[src/rtl/mem_refill_arbiter_pkg.sv]
// Shared definitions for the memory refill arbiter.
//   arb_state_e : arbiter FSM states
//   owner_e     : memory-port owner codes, driven on o_Owner
//   LINE_LOG2   : beat-index width for the default line size, used by the caches
//   beat_bits() : beat-index width for an arbitrary power-of-two line size
package mem_refill_arbiter_pkg;

  typedef enum logic [2:0] {
    IDLE    = 3'd0,
    I_READ  = 3'd1,
    D_READ  = 3'd2,
    D_WRITE = 3'd3,
    DONE    = 3'd4
  } arb_state_e;

  typedef enum logic [1:0] {
    OWN_NONE = 2'b00,
    OWN_I    = 2'b01,
    OWN_D    = 2'b10
  } owner_e;

  localparam int unsigned LINE_WORDS_DEF = 4;
  localparam int unsigned LINE_LOG2      = $clog2(LINE_WORDS_DEF);

  function automatic int unsigned beat_bits(input int unsigned words);
    return (words < 2) ? 1 : $clog2(words);
  endfunction

endpackage

[src/rtl/mem_refill_arbiter_if.sv]
// Bus bundle between the I-cache, D-cache, main memory and the refill arbiter.
//   slave  : arbiter view (cache/memory requests in, grants/data/requests out)
//   master : cache and memory side view
// Signal names follow the arbiter's port list (i_* into the arbiter, o_* out).
interface mem_refill_arbiter_if #(
  parameter int unsigned ADDR_W = 32,
  parameter int unsigned DATA_W = 32
);
  logic              i_ICache_Req;
  logic [ADDR_W-1:0] i_ICache_Addr;
  logic [DATA_W-1:0] o_ICache_Data;
  logic              o_ICache_Valid;
  logic              o_ICache_Done;

  logic              i_DCache_Req;
  logic              i_DCache_We;
  logic [ADDR_W-1:0] i_DCache_Addr;
  logic [DATA_W-1:0] i_DCache_WData;
  logic              o_DCache_WReady;
  logic [DATA_W-1:0] o_DCache_Data;
  logic              o_DCache_Valid;
  logic              o_DCache_Done;

  logic              o_Mem_Req;
  logic              o_Mem_We;
  logic [ADDR_W-1:0] o_Mem_Addr;
  logic [DATA_W-1:0] o_Mem_WData;
  logic              i_Mem_Ready;
  logic              i_Mem_RValid;
  logic [DATA_W-1:0] i_Mem_RData;

  logic              o_Busy;
  logic [1:0]        o_Owner;

  modport slave (
    input  i_ICache_Req, i_ICache_Addr,
    input  i_DCache_Req, i_DCache_We, i_DCache_Addr, i_DCache_WData,
    input  i_Mem_Ready, i_Mem_RValid, i_Mem_RData,
    output o_ICache_Data, o_ICache_Valid, o_ICache_Done,
    output o_DCache_WReady, o_DCache_Data, o_DCache_Valid, o_DCache_Done,
    output o_Mem_Req, o_Mem_We, o_Mem_Addr, o_Mem_WData,
    output o_Busy, o_Owner
  );

  modport master (
    output i_ICache_Req, i_ICache_Addr,
    output i_DCache_Req, i_DCache_We, i_DCache_Addr, i_DCache_WData,
    output i_Mem_Ready, i_Mem_RValid, i_Mem_RData,
    input  o_ICache_Data, o_ICache_Valid, o_ICache_Done,
    input  o_DCache_WReady, o_DCache_Data, o_DCache_Valid, o_DCache_Done,
    input  o_Mem_Req, o_Mem_We, o_Mem_Addr, o_Mem_WData,
    input  o_Busy, o_Owner
  );
endinterface

[src/rtl/mem_refill_arbiter_beat_counter.sv]
// Beat counter for one line transfer.
//   clk_i, rst_ni : clock, asynchronous active-low reset
//   clr_i         : synchronous clear (has priority over inc_i)
//   inc_i         : count one beat
//   cnt_o         : current count
//   last_o        : count == TERM-1 (the beat being handled is the final one)
//   full_o        : count == TERM (all beats handled)
module mem_refill_arbiter_beat_counter #(
  parameter int unsigned WIDTH = 3,
  parameter int unsigned TERM  = 4
) (
  input  logic             clk_i,
  input  logic             rst_ni,
  input  logic             clr_i,
  input  logic             inc_i,
  output logic [WIDTH-1:0] cnt_o,
  output logic             last_o,
  output logic             full_o
);
  logic [WIDTH-1:0] cnt_q, cnt_d;

  always_comb begin
    cnt_d = cnt_q;
    if (clr_i) begin
      cnt_d = '0;
    end else if (inc_i) begin
      cnt_d = cnt_q + 1'b1;
    end
  end

  always_ff @(posedge clk_i or negedge rst_ni) begin
    if (!rst_ni) begin
      cnt_q <= '0;
    end else begin
      cnt_q <= cnt_d;
    end
  end

  assign cnt_o  = cnt_q;
  assign last_o = (cnt_q == WIDTH'(TERM - 1));
  assign full_o = (cnt_q == WIDTH'(TERM));
endmodule

[src/rtl/mem_refill_arbiter.sv]
// Shares the single main-memory port between I-cache refills and D-cache
// refills / write-backs, one word request per beat, whole-line bursts.
//   i_Clk, i_Rst_n : clock, asynchronous active-low reset
//   bus            : cache request/response, memory beat and status signals
// Conflicting requests alternate via last_was_d so neither cache starves.
module mem_refill_arbiter
  import mem_refill_arbiter_pkg::*;
#(
  parameter int unsigned ADDR_W     = 32,
  parameter int unsigned DATA_W     = 32,
  parameter int unsigned LINE_WORDS = 4
) (
  input  logic                i_Clk,
  input  logic                i_Rst_n,
  mem_refill_arbiter_if.slave bus
);
  localparam int unsigned LW = beat_bits(LINE_WORDS);
  localparam int unsigned CW = LW + 1;

  arb_state_e         state_q, state_d;
  owner_e             owner_q, owner_d;
  logic               last_was_d_q, last_was_d_d;
  logic [ADDR_W-1:LW] base_q, base_d;

  logic               cnt_clr, iss_inc, rcv_inc;
  logic [CW-1:0]      iss_cnt, rcv_cnt;
  logic               iss_last, iss_full, rcv_last, rcv_full;
  logic [DATA_W-1:0]  rdata;
  logic [ADDR_W-1:0]  beat_addr;

  assign rdata = bus.i_Mem_RData;
  // Beat index occupies only the low bits, so it can never carry upward.
  assign beat_addr = {base_q, iss_cnt[LW-1:0]};

  mem_refill_arbiter_beat_counter #(.WIDTH(CW), .TERM(LINE_WORDS)) u_iss_cnt (
    .clk_i(i_Clk), .rst_ni(i_Rst_n), .clr_i(cnt_clr), .inc_i(iss_inc),
    .cnt_o(iss_cnt), .last_o(iss_last), .full_o(iss_full)
  );

  mem_refill_arbiter_beat_counter #(.WIDTH(CW), .TERM(LINE_WORDS)) u_rcv_cnt (
    .clk_i(i_Clk), .rst_ni(i_Rst_n), .clr_i(cnt_clr), .inc_i(rcv_inc),
    .cnt_o(rcv_cnt), .last_o(rcv_last), .full_o(rcv_full)
  );

  always_comb begin
    state_d             = state_q;
    owner_d             = owner_q;
    last_was_d_d        = last_was_d_q;
    base_d              = base_q;
    cnt_clr             = 1'b0;
    iss_inc             = 1'b0;
    rcv_inc             = 1'b0;
    bus.o_ICache_Data   = '0;
    bus.o_ICache_Valid  = 1'b0;
    bus.o_ICache_Done   = 1'b0;
    bus.o_DCache_WReady = 1'b0;
    bus.o_DCache_Data   = '0;
    bus.o_DCache_Valid  = 1'b0;
    bus.o_DCache_Done   = 1'b0;
    bus.o_Mem_Req       = 1'b0;
    bus.o_Mem_We        = 1'b0;
    bus.o_Mem_Addr      = '0;
    bus.o_Mem_WData     = '0;

    unique case (state_q)
      IDLE: begin
        if (bus.i_DCache_Req && (!bus.i_ICache_Req || !last_was_d_q)) begin
          owner_d      = OWN_D;
          last_was_d_d = 1'b1;
          base_d       = bus.i_DCache_Addr[ADDR_W-1:LW];
          cnt_clr      = 1'b1;
          state_d      = bus.i_DCache_We ? D_WRITE : D_READ;
        end else if (bus.i_ICache_Req) begin
          owner_d      = OWN_I;
          last_was_d_d = 1'b0;
          base_d       = bus.i_ICache_Addr[ADDR_W-1:LW];
          cnt_clr      = 1'b1;
          state_d      = I_READ;
        end
      end
      I_READ, D_READ: begin
        bus.o_Mem_Req  = !iss_full;
        bus.o_Mem_Addr = beat_addr;
        iss_inc        = !iss_full && bus.i_Mem_Ready;
        if (bus.i_Mem_RValid && !rcv_full) begin
          rcv_inc = 1'b1;
          if (state_q == I_READ) begin
            bus.o_ICache_Data  = rdata;
            bus.o_ICache_Valid = 1'b1;
          end else begin
            bus.o_DCache_Data  = rdata;
            bus.o_DCache_Valid = 1'b1;
          end
          if (rcv_last) begin
            state_d = DONE;
          end
        end
      end
      D_WRITE: begin
        bus.o_Mem_Req       = 1'b1;
        bus.o_Mem_We        = 1'b1;
        bus.o_Mem_Addr      = beat_addr;
        bus.o_Mem_WData     = bus.i_DCache_WData;
        bus.o_DCache_WReady = bus.i_Mem_Ready;
        iss_inc             = bus.i_Mem_Ready;
        if (bus.i_Mem_Ready && iss_last) begin
          state_d = DONE;
        end
      end
      DONE: begin
        // Requests are not looked at here, so a Req still high from the
        // finished line cannot be granted a second time.
        bus.o_ICache_Done = (owner_q == OWN_I);
        bus.o_DCache_Done = (owner_q == OWN_D);
        owner_d           = OWN_NONE;
        state_d           = IDLE;
      end
      default: begin
        state_d = IDLE;
        owner_d = OWN_NONE;
      end
    endcase
  end

  always_ff @(posedge i_Clk or negedge i_Rst_n) begin
    if (!i_Rst_n) begin
      state_q      <= IDLE;
      owner_q      <= OWN_NONE;
      last_was_d_q <= 1'b0;
      base_q       <= '0;
    end else begin
      state_q      <= state_d;
      owner_q      <= owner_d;
      last_was_d_q <= last_was_d_d;
      base_q       <= base_d;
    end
  end

  assign bus.o_Busy  = (state_q != IDLE);
  assign bus.o_Owner = owner_q;
endmodule

[src/flat_wrapper.sv]
// flat-port wrapper written by rule: the top's interface ports become plain ports
module mem_refill_arbiter_flat import mem_refill_arbiter_pkg::*;
#(
  parameter int unsigned ADDR_W     = 32,
  parameter int unsigned DATA_W     = 32,
  parameter int unsigned LINE_WORDS = 4
)
  (i_Clk, i_Rst_n, bus_i_ICache_Req, bus_i_ICache_Addr, bus_i_DCache_Req, bus_i_DCache_We, bus_i_DCache_Addr, bus_i_DCache_WData, bus_i_Mem_Ready, bus_i_Mem_RValid, bus_i_Mem_RData, bus_o_ICache_Data, bus_o_ICache_Valid, bus_o_ICache_Done, bus_o_DCache_WReady, bus_o_DCache_Data, bus_o_DCache_Valid, bus_o_DCache_Done, bus_o_Mem_Req, bus_o_Mem_We, bus_o_Mem_Addr, bus_o_Mem_WData, bus_o_Busy, bus_o_Owner);
  mem_refill_arbiter_if #(.ADDR_W(ADDR_W), .DATA_W(DATA_W)) bus_i ();
  input  logic i_Clk;
  input  logic i_Rst_n;
  input wire logic [$bits(bus_i.i_ICache_Req)-1:0] bus_i_ICache_Req;
  input wire logic [$bits(bus_i.i_ICache_Addr)-1:0] bus_i_ICache_Addr;
  input wire logic [$bits(bus_i.i_DCache_Req)-1:0] bus_i_DCache_Req;
  input wire logic [$bits(bus_i.i_DCache_We)-1:0] bus_i_DCache_We;
  input wire logic [$bits(bus_i.i_DCache_Addr)-1:0] bus_i_DCache_Addr;
  input wire logic [$bits(bus_i.i_DCache_WData)-1:0] bus_i_DCache_WData;
  input wire logic [$bits(bus_i.i_Mem_Ready)-1:0] bus_i_Mem_Ready;
  input wire logic [$bits(bus_i.i_Mem_RValid)-1:0] bus_i_Mem_RValid;
  input wire logic [$bits(bus_i.i_Mem_RData)-1:0] bus_i_Mem_RData;
  output wire logic [$bits(bus_i.o_ICache_Data)-1:0] bus_o_ICache_Data;
  output wire logic [$bits(bus_i.o_ICache_Valid)-1:0] bus_o_ICache_Valid;
  output wire logic [$bits(bus_i.o_ICache_Done)-1:0] bus_o_ICache_Done;
  output wire logic [$bits(bus_i.o_DCache_WReady)-1:0] bus_o_DCache_WReady;
  output wire logic [$bits(bus_i.o_DCache_Data)-1:0] bus_o_DCache_Data;
  output wire logic [$bits(bus_i.o_DCache_Valid)-1:0] bus_o_DCache_Valid;
  output wire logic [$bits(bus_i.o_DCache_Done)-1:0] bus_o_DCache_Done;
  output wire logic [$bits(bus_i.o_Mem_Req)-1:0] bus_o_Mem_Req;
  output wire logic [$bits(bus_i.o_Mem_We)-1:0] bus_o_Mem_We;
  output wire logic [$bits(bus_i.o_Mem_Addr)-1:0] bus_o_Mem_Addr;
  output wire logic [$bits(bus_i.o_Mem_WData)-1:0] bus_o_Mem_WData;
  output wire logic [$bits(bus_i.o_Busy)-1:0] bus_o_Busy;
  output wire logic [$bits(bus_i.o_Owner)-1:0] bus_o_Owner;
  assign bus_i.i_ICache_Req = bus_i_ICache_Req;
  assign bus_i.i_ICache_Addr = bus_i_ICache_Addr;
  assign bus_i.i_DCache_Req = bus_i_DCache_Req;
  assign bus_i.i_DCache_We = bus_i_DCache_We;
  assign bus_i.i_DCache_Addr = bus_i_DCache_Addr;
  assign bus_i.i_DCache_WData = bus_i_DCache_WData;
  assign bus_i.i_Mem_Ready = bus_i_Mem_Ready;
  assign bus_i.i_Mem_RValid = bus_i_Mem_RValid;
  assign bus_i.i_Mem_RData = bus_i_Mem_RData;
  assign bus_o_ICache_Data = bus_i.o_ICache_Data;
  assign bus_o_ICache_Valid = bus_i.o_ICache_Valid;
  assign bus_o_ICache_Done = bus_i.o_ICache_Done;
  assign bus_o_DCache_WReady = bus_i.o_DCache_WReady;
  assign bus_o_DCache_Data = bus_i.o_DCache_Data;
  assign bus_o_DCache_Valid = bus_i.o_DCache_Valid;
  assign bus_o_DCache_Done = bus_i.o_DCache_Done;
  assign bus_o_Mem_Req = bus_i.o_Mem_Req;
  assign bus_o_Mem_We = bus_i.o_Mem_We;
  assign bus_o_Mem_Addr = bus_i.o_Mem_Addr;
  assign bus_o_Mem_WData = bus_i.o_Mem_WData;
  assign bus_o_Busy = bus_i.o_Busy;
  assign bus_o_Owner = bus_i.o_Owner;
  mem_refill_arbiter #(.ADDR_W(ADDR_W), .DATA_W(DATA_W), .LINE_WORDS(LINE_WORDS)) u_core (.i_Clk(i_Clk), .i_Rst_n(i_Rst_n), .bus(bus_i));
endmodule
[config.mk]
export PLATFORM = sky130hd
export DESIGN_NAME = mem_refill_arbiter_flat
export DESIGN_NICKNAME = d
export VERILOG_FILES = /design/src/rtl/mem_refill_arbiter_pkg.sv /design/src/rtl/mem_refill_arbiter_if.sv /design/src/rtl/mem_refill_arbiter_beat_counter.sv /design/src/rtl/mem_refill_arbiter.sv /design/src/flat_wrapper.sv
export SDC_FILE = /design/constraint.sdc
export NUM_CORES = 1
export LEC_CHECK = 0
export ABC_CLOCK_PERIOD_IN_PS = 3600
export CAP_MARGIN = 10
export CORE_AREA = 2 2 106 108
export CTS_BUF_LIST = sky130_fd_sc_hd__clkbuf_8 sky130_fd_sc_hd__clkbuf_16
export DETAILED_ROUTE_END_ITERATION = 7
export DIE_AREA = 0 0 108 110
export PLACE_DENSITY = 0.74
export SLEW_MARGIN = 30
export SYNTH_ARGS = -nofsm -noshare
export SYNTH_HDL_FRONTEND = slang
export SYNTH_SLANG_ARGS = --single-unit
[constraint.sdc]
create_clock -name i_Clk -period 3.6 [get_ports i_Clk]
set_clock_uncertainty 0.05 [all_clocks]
set_input_delay 0.9 -clock i_Clk [delete_from_list [all_inputs] [get_ports i_Clk]]
set_output_delay 0.9 -clock i_Clk [all_outputs]
set_load 0.01 [all_outputs]
==> impl_results.md, run 1 <==
* CP max stage delay at 540 ps
* CTS Root Cell: clkbuf_8
* Largest net degree at the start of global routing at 43
* Slowest library cell on the worst path: clkdlybuf4s50_1
* I/O pin cnt at 273
* Most common cell after layout, fill and taps aside: clkdlybuf4s50_1
* Commonest cells after routing, fill and taps aside: clkdlybuf4s50_1 (203), and2_1 (126), dlygate4sd2_1 (63)
* DIE AREA at 11900 um2
* Worst EP arrival at 2580 ps
* Initial DRC count at 121
* Die W at 108 um
* I/O Buffers at 268
* Final WL at 11300 um
* VDD IR max at 272 uV
* DR vias/cell at 4.38
* # H-tree levels at 2
* # setup viols final at 0
* # DRC at 0
* Seq/Total Area, Yosys at 34.9%
* Yosys cell types at 40
* HP Class: reg2reg
* Crit path time final at 3530 ps
* ANT cells at 0
* Initial Utilization at 28.2%
* R2R cell count at 9
* Status: complete, no violations
* Max Cap Viol at 0
* Remaining global-route overflow at 0
* Clock Path Buffers at 2
* Die H at 110 um
* RSZ-0062 raised after global routing: false
* Leak at 2.80 nW
* Layout cells sized above 1 at 4.85%
* Setup CP Type: in2out
* Final period util at 98.0%
* DR WL/cell at 14.9 um
* PD cells at 525 nW/um2
* Top post-synthesis cells by area: dfrtp_1 (35%), and2_1 (26%), mux2i_1 (10%)
* Core outline area at 10700 um2
* Most frequent cell on the critical path: clkdlybuf4s50_1
* # rows at 38
* Post-synthesis cell count at 356
* Vias in the first global route at 3241
* Relative slew slack at 58.3%
* CTS buffer count at 5
* Register bit total from synthesis at 42
* Average size of a mapped cell at 8.46 um2
* Worst setup SP type: primary input
* Synth top area share at 34.9%
* Fin. Hold Viols at 0
* Count of pins over their slew limit at 0
* Worst Path Required at 2650 ps
* Power Total at 3.13 mW
* Kind of end point of the critical path: primary output
* CP max FO at 17
* Dpl hpwl at 8820 um
* Yosys warning total at 0
* Fillers at 1005
* Nets at 758
* Util after Layout at 55.7%
* Final GP Congestion at 0.801
* Clk_lat worst skew at 290 ps
* DR pass1 iterations at 6
* Antenna violations before repair at 0
* CP startpoint: bus_i_Mem_RValid
* Reg2reg start: u_core.u_rcv_cnt.cnt_o[0]
* Vias at 3318
* Fmax achieved at 284 MHz
* Clk slew on worst S/H paths at 80 ps
* Layout area overhead at 97.9%
* Reg2reg end: u_core.u_rcv_cnt.cnt_o[1]
* Worst-Margin Slew at 623 ps
* Min Hold Slack at 428 ps
* Final ANT Viol Nets at 0
* Hold_buf cts at 0
* Reg-to-reg slack, setup at 1570 ps
* Mapped Nets at 497
* CTS tree: yes
* Synth Cell Area at 3010 um2
* First-pass GRT wire length at 16600 um
* GRT Total Usage at 17.7%
* # clock sinks at 42
* Crit-path cells: clkdlybuf4s50_1, a21boi_4, nor3b_4, buf_4, buf_16, clkdlybuf4s50_1
* Largest area contributor in the netlist: dfrtp_1
* Setup crit end: bus_o_ICache_Valid
==> cells by family (layout without fill, tap and decap cells) <==
| family | after synthesis | after routing | share of synthesized area [%] |
|---|---|---|---|
| AO/OA/AOI/OAI | 55 | 55 | 11.1 |
| XOR/XNOR | 1 | 1 | 0.291 |
| adder cells (fa/ha/maj) | 6 | 6 | 2.49 |
| buffers and inverters | 37 | 299 | 5.69 |
| flip-flops | 42 | 42 | 34.9 |
| multiplexers | 31 | 31 | 10.3 |
| AND/OR/NAND/NOR | 184 | 184 | 35.3 |
==> layer usage <==
metal	share of wire, %	global-route usage [%]	wire length [um]	up-vias
li1	-	-	-	1680
met1	37	19.7	4200	1472
met2	51	32.1	5710	147
met3	9.1	5.35	1020	19
met4	3.0	6.14	337	0
met5	0	0	0	-
==> state kept, by name (all words and copies together), names as in the netlist <==
| register | count |
|---|---|
| u_core.state_q | 3 |
| u_core.last_was_d_q | 1 |
| u_core.u_iss_cnt.cnt_o | 3 |
| u_core.base_q | 30 |
| u_core.bus.o_Owner | 2 |
| u_core.u_rcv_cnt.cnt_o | 3 |
==> what timing repair did <==
item / CTS / global route
cloned: 1 / 1
pin swaps: 1 / 1
setup endpoints to repair: 64 / 1
endpoints found under the hold margin: 0 / 0
buffers inserted: 2 / 1
gates resized for setup: 67 / 2
==> Yosys cell counts (all sizes together) <==
cell and number:
a31o 1, nand2b 2, o21ai 36, inv 9, clkbuf 11, a31oi 1, and4b 1, and2 126
a21boi 2, o21ba 2, o311a 1, nand3 1, nor2 6, o2bb2ai 1, mux2i 31, a32o 1
and3 1, a211oi 1, o22ai 1, or3 1, xnor2 1, a311oi 1, o211a 1, a21oi 3
nor3 6, a21o 1, nand2 36, nor3b 3, ha 6, buf 17, nand3b 1, dfrtp 42
o21a 2
==> worst max-delay path, delay by kind of cell <==
family          cells  cell delay [ps]
compound gates      1              180
buf+inv             4             1280
simple gates        1              210
==> power breakdown <==
group,leakage (nW),internal [mW],switching [mW]
clock,0.0493,0.134,0.159
combinational,2.23,1.08,0.916
sequential,0.525,0.688,0.155
==> how the worst min path moves through the flow <==
stage                      startpoint                 to  cells after the start
floorplan           u_core.base_q[10]  u_core.base_q[10]                      2
global placement     u_core.base_q[2]   u_core.base_q[2]                      2
detailed placement  u_core.base_q[28]  u_core.base_q[28]                      2
CTS                 u_core.base_q[11]  u_core.base_q[11]                      2
global route         u_core.base_q[2]   u_core.base_q[2]                      2
finish              u_core.base_q[11]  u_core.base_q[11]                      2
==> through the flow <==
step | setup WS, ps | TNS [ps] | instances | area (um2)
2_1_floorplan | 802 | 0 | 356 | 3010
5_1_grt | 8.13 | 0 | 758 | 5960
4_1_cts | 1.24 | 0 | 756 | 5920
3_5_place_dp | -165 | -6820 | 745 | 5850
3_3_place_gp | -121 | -5810 | 745 | 5850
6_report | 73.0 | 0 | 758 | 5960
==> cell type report <==
cell class,count,area [um2],area share [%]
tap,140,175,2.94
clock inverter,3,17.5,0.294
inverter,9,33.8,0.567
timing repair buffer,282,2780,46.7
multi-input combinational,277,1830,30.7
clock buffer,5,68.8,1.15
sequential,42,1050,17.6
(Power assumes the default switching activity.)
==> inputs of run 2 (changes only) <==
--- a/config.mk
+++ b/config.mk
@@ -12,6 +12,7 @@
 export DETAILED_ROUTE_END_ITERATION = 7
 export DIE_AREA = 0 0 108 110
 export PLACE_DENSITY = 0.74
+export SKIP_CTS_REPAIR_TIMING = 1
 export SLEW_MARGIN = 30
 export SYNTH_ARGS = -nofsm -noshare
 export SYNTH_HDL_FRONTEND = slang
==> run 2 against run 1 <==
Against the previous run:
- core utilization grew 2.1 points
- clock power is essentially flat
- maximum frequency shrank 0.48%
- non-clock buffer count shrank 2
- first-iteration DRC count grew 9.1%
- via count grew 0.99%
- design area grew 3.7%
- setup slack lost 17 ps
- hold slack is essentially flat
- register-to-register slack gained 70 ps
- critical path type unchanged
- largest cell class unchanged
==> impl_results.md, run 2 (synthesis gave the netlist of run 1 again) <==
* Crit-path leading delay family: buffers and inverters
* Die H at 110 um
* Largest Register: u_core.base_q
* R2R cell count at 9
* Placed inst area at 5850 um2
* Worst setup SP type: primary input
* Relative slew slack at 58.4%
* Status: complete, no violations
* Layout area overhead at 105%
* Reg2reg start: u_core.u_rcv_cnt.cnt_o[0]
* Layout cells sized above 1 at 4.38%
* Remaining global-route overflow at 0
* Dpl hpwl at 8820 um
* Count of pins over their slew limit at 0
* DR vias/cell at 4.43
* GRT Total Usage at 17.5%
* # H-tree levels at 2
* Die W at 108 um
* Most common cell after layout, fill and taps aside: clkdlybuf4s50_1
* Clk slew on worst S/H paths at 80 ps
* # setup viols final at 0
* Initial Utilization at 28.2%
* Worst Path Required at 2650 ps
* Largest net degree at the start of global routing at 43
* Reg-to-reg slack, setup at 1640 ps
* # DRC at 0
* Nets at 756
* Clock Path Buffers at 2
* Vias at 3351
* Finished layout cell area at 6180 um2
* RSZ-0062 raised after global routing: false
* DR WL/cell at 15.4 um
* Fmax achieved at 282 MHz
* CTS buffer count at 5
* Fin. Hold Viols at 0
* HP Class: reg2reg
* Worst EP arrival at 2590 ps
* CP max FO at 17
* Crit path time final at 3540 ps
* Max Cap Viol at 0
* Commonest cells after routing, fill and taps aside: clkdlybuf4s50_1 (203), and2_1 (126), dlymetal6s2s_1 (64)
* Clk_lat worst skew at 290 ps
* Place WS at -165 ps
* Final WL at 11600 um
* Crit-path cells: clkdlybuf4s50_1, a21boi_4, nor3b_4, buf_6, clkbuf_16, clkdlybuf4s50_1
* Slowest library cell on the worst path: clkdlybuf4s50_1
* CP bufs+invs at 4
* Vias in the first global route at 3218
* Final ANT Viol Nets at 0
* CTS Root Cell: clkbuf_8
* # rows at 38
* Final GP Congestion at 0.801
* CP startpoint: bus_i_Mem_RValid
* Worst-Margin Slew at 621 ps
* # clock sinks at 42
* Leak at 3.64 nW
* Initial DRC count at 132
* Final period util at 98.4%
* First-pass GRT wire length at 16400 um
* VDD IR max at 272 uV
* Levels on crit path at 6
* I/O Buffers at 268
* Reg2reg end: u_core.u_rcv_cnt.cnt_o[1]
* I/O pin cnt at 273
* DIE AREA at 11900 um2
* DR pass1 iterations at 4
* Kind of end point of the critical path: primary output
* CP max stage delay at 540 ps
* Setup crit end: bus_o_ICache_Valid
* Antenna violations before repair at 0
* CTS tree: yes
* Setup CP Type: in2out
* PD cells at 513 nW/um2
* Most frequent cell on the critical path: clkdlybuf4s50_1
* ANT cells at 0
* Final setup margin at 55.9 ps
* Core outline area at 10700 um2
* Largest register FFs at 30
## run 2: worst min path at each step
| stage | start | to | slack, ps | cells after the start |
|---|---|---|---|---|
| CTS | u_core.base_q[11] | u_core.base_q[11] | 440 | 2 |
| finish | u_core.base_q[11] | u_core.base_q[11] | 430 | 2 |
| detailed placement | u_core.base_q[28] | u_core.base_q[28] | 420 | 2 |
| global placement | u_core.base_q[2] | u_core.base_q[2] | 410 | 2 |
| floorplan | u_core.base_q[10] | u_core.base_q[10] | 400 | 2 |
| global route | u_core.base_q[2] | u_core.base_q[2] | 450 | 2 |
## run 2: layout make-up
class / count / area (um2)
fill: 935 / 4520
timing repair buffer: 280 / 3010
multi-input combinational: 277 / 1830
sequential: 42 / 1050
tap: 140 / 175
clock buffer: 5 / 68.8
inverter: 9 / 33.8
clock inverter: 3 / 17.5
## run 2: metal layers
layer  GRT usage, %  vias to the layer above  wire [um]
li1               -                     1680          -
met1           19.2                     1505       4350
met2           32.2                      147       5930
met3           5.35                       19       1060
met4           5.59                        0        297
met5              0                        -          0
## run 2: power by group
part           switching (mW)  total (mW)  internal, mW  leakage [nW]
Combinational           0.924        2.04          1.11          3.06
Clock                   0.159       0.293         0.134        0.0493
Sequential              0.155       0.843         0.688         0.525
## run 2: per-stage QoR
step / util [%] / power (mW) / TNS [ps] / hold slack (ps) / cells
finish: 57.8 / 3.17 / 0 / 428 / 756
floorplan: - / 1.84 / 0 / 397 / 356
detailed placement: 54.7 / 2.86 / -6820 / 418 / 745
CTS: 55.5 / 3.17 / -7030 / 437 / 753
global placement: 54.7 / 2.82 / -5810 / 408 / 745
global route: 57.8 / 3.44 / 0 / 455 / 756
## run 2: worst min-delay path, stage by stage (launching register included)
cell	delay (ps)
dfrtp_1	340
nand2_1	50
o21ai_1	60
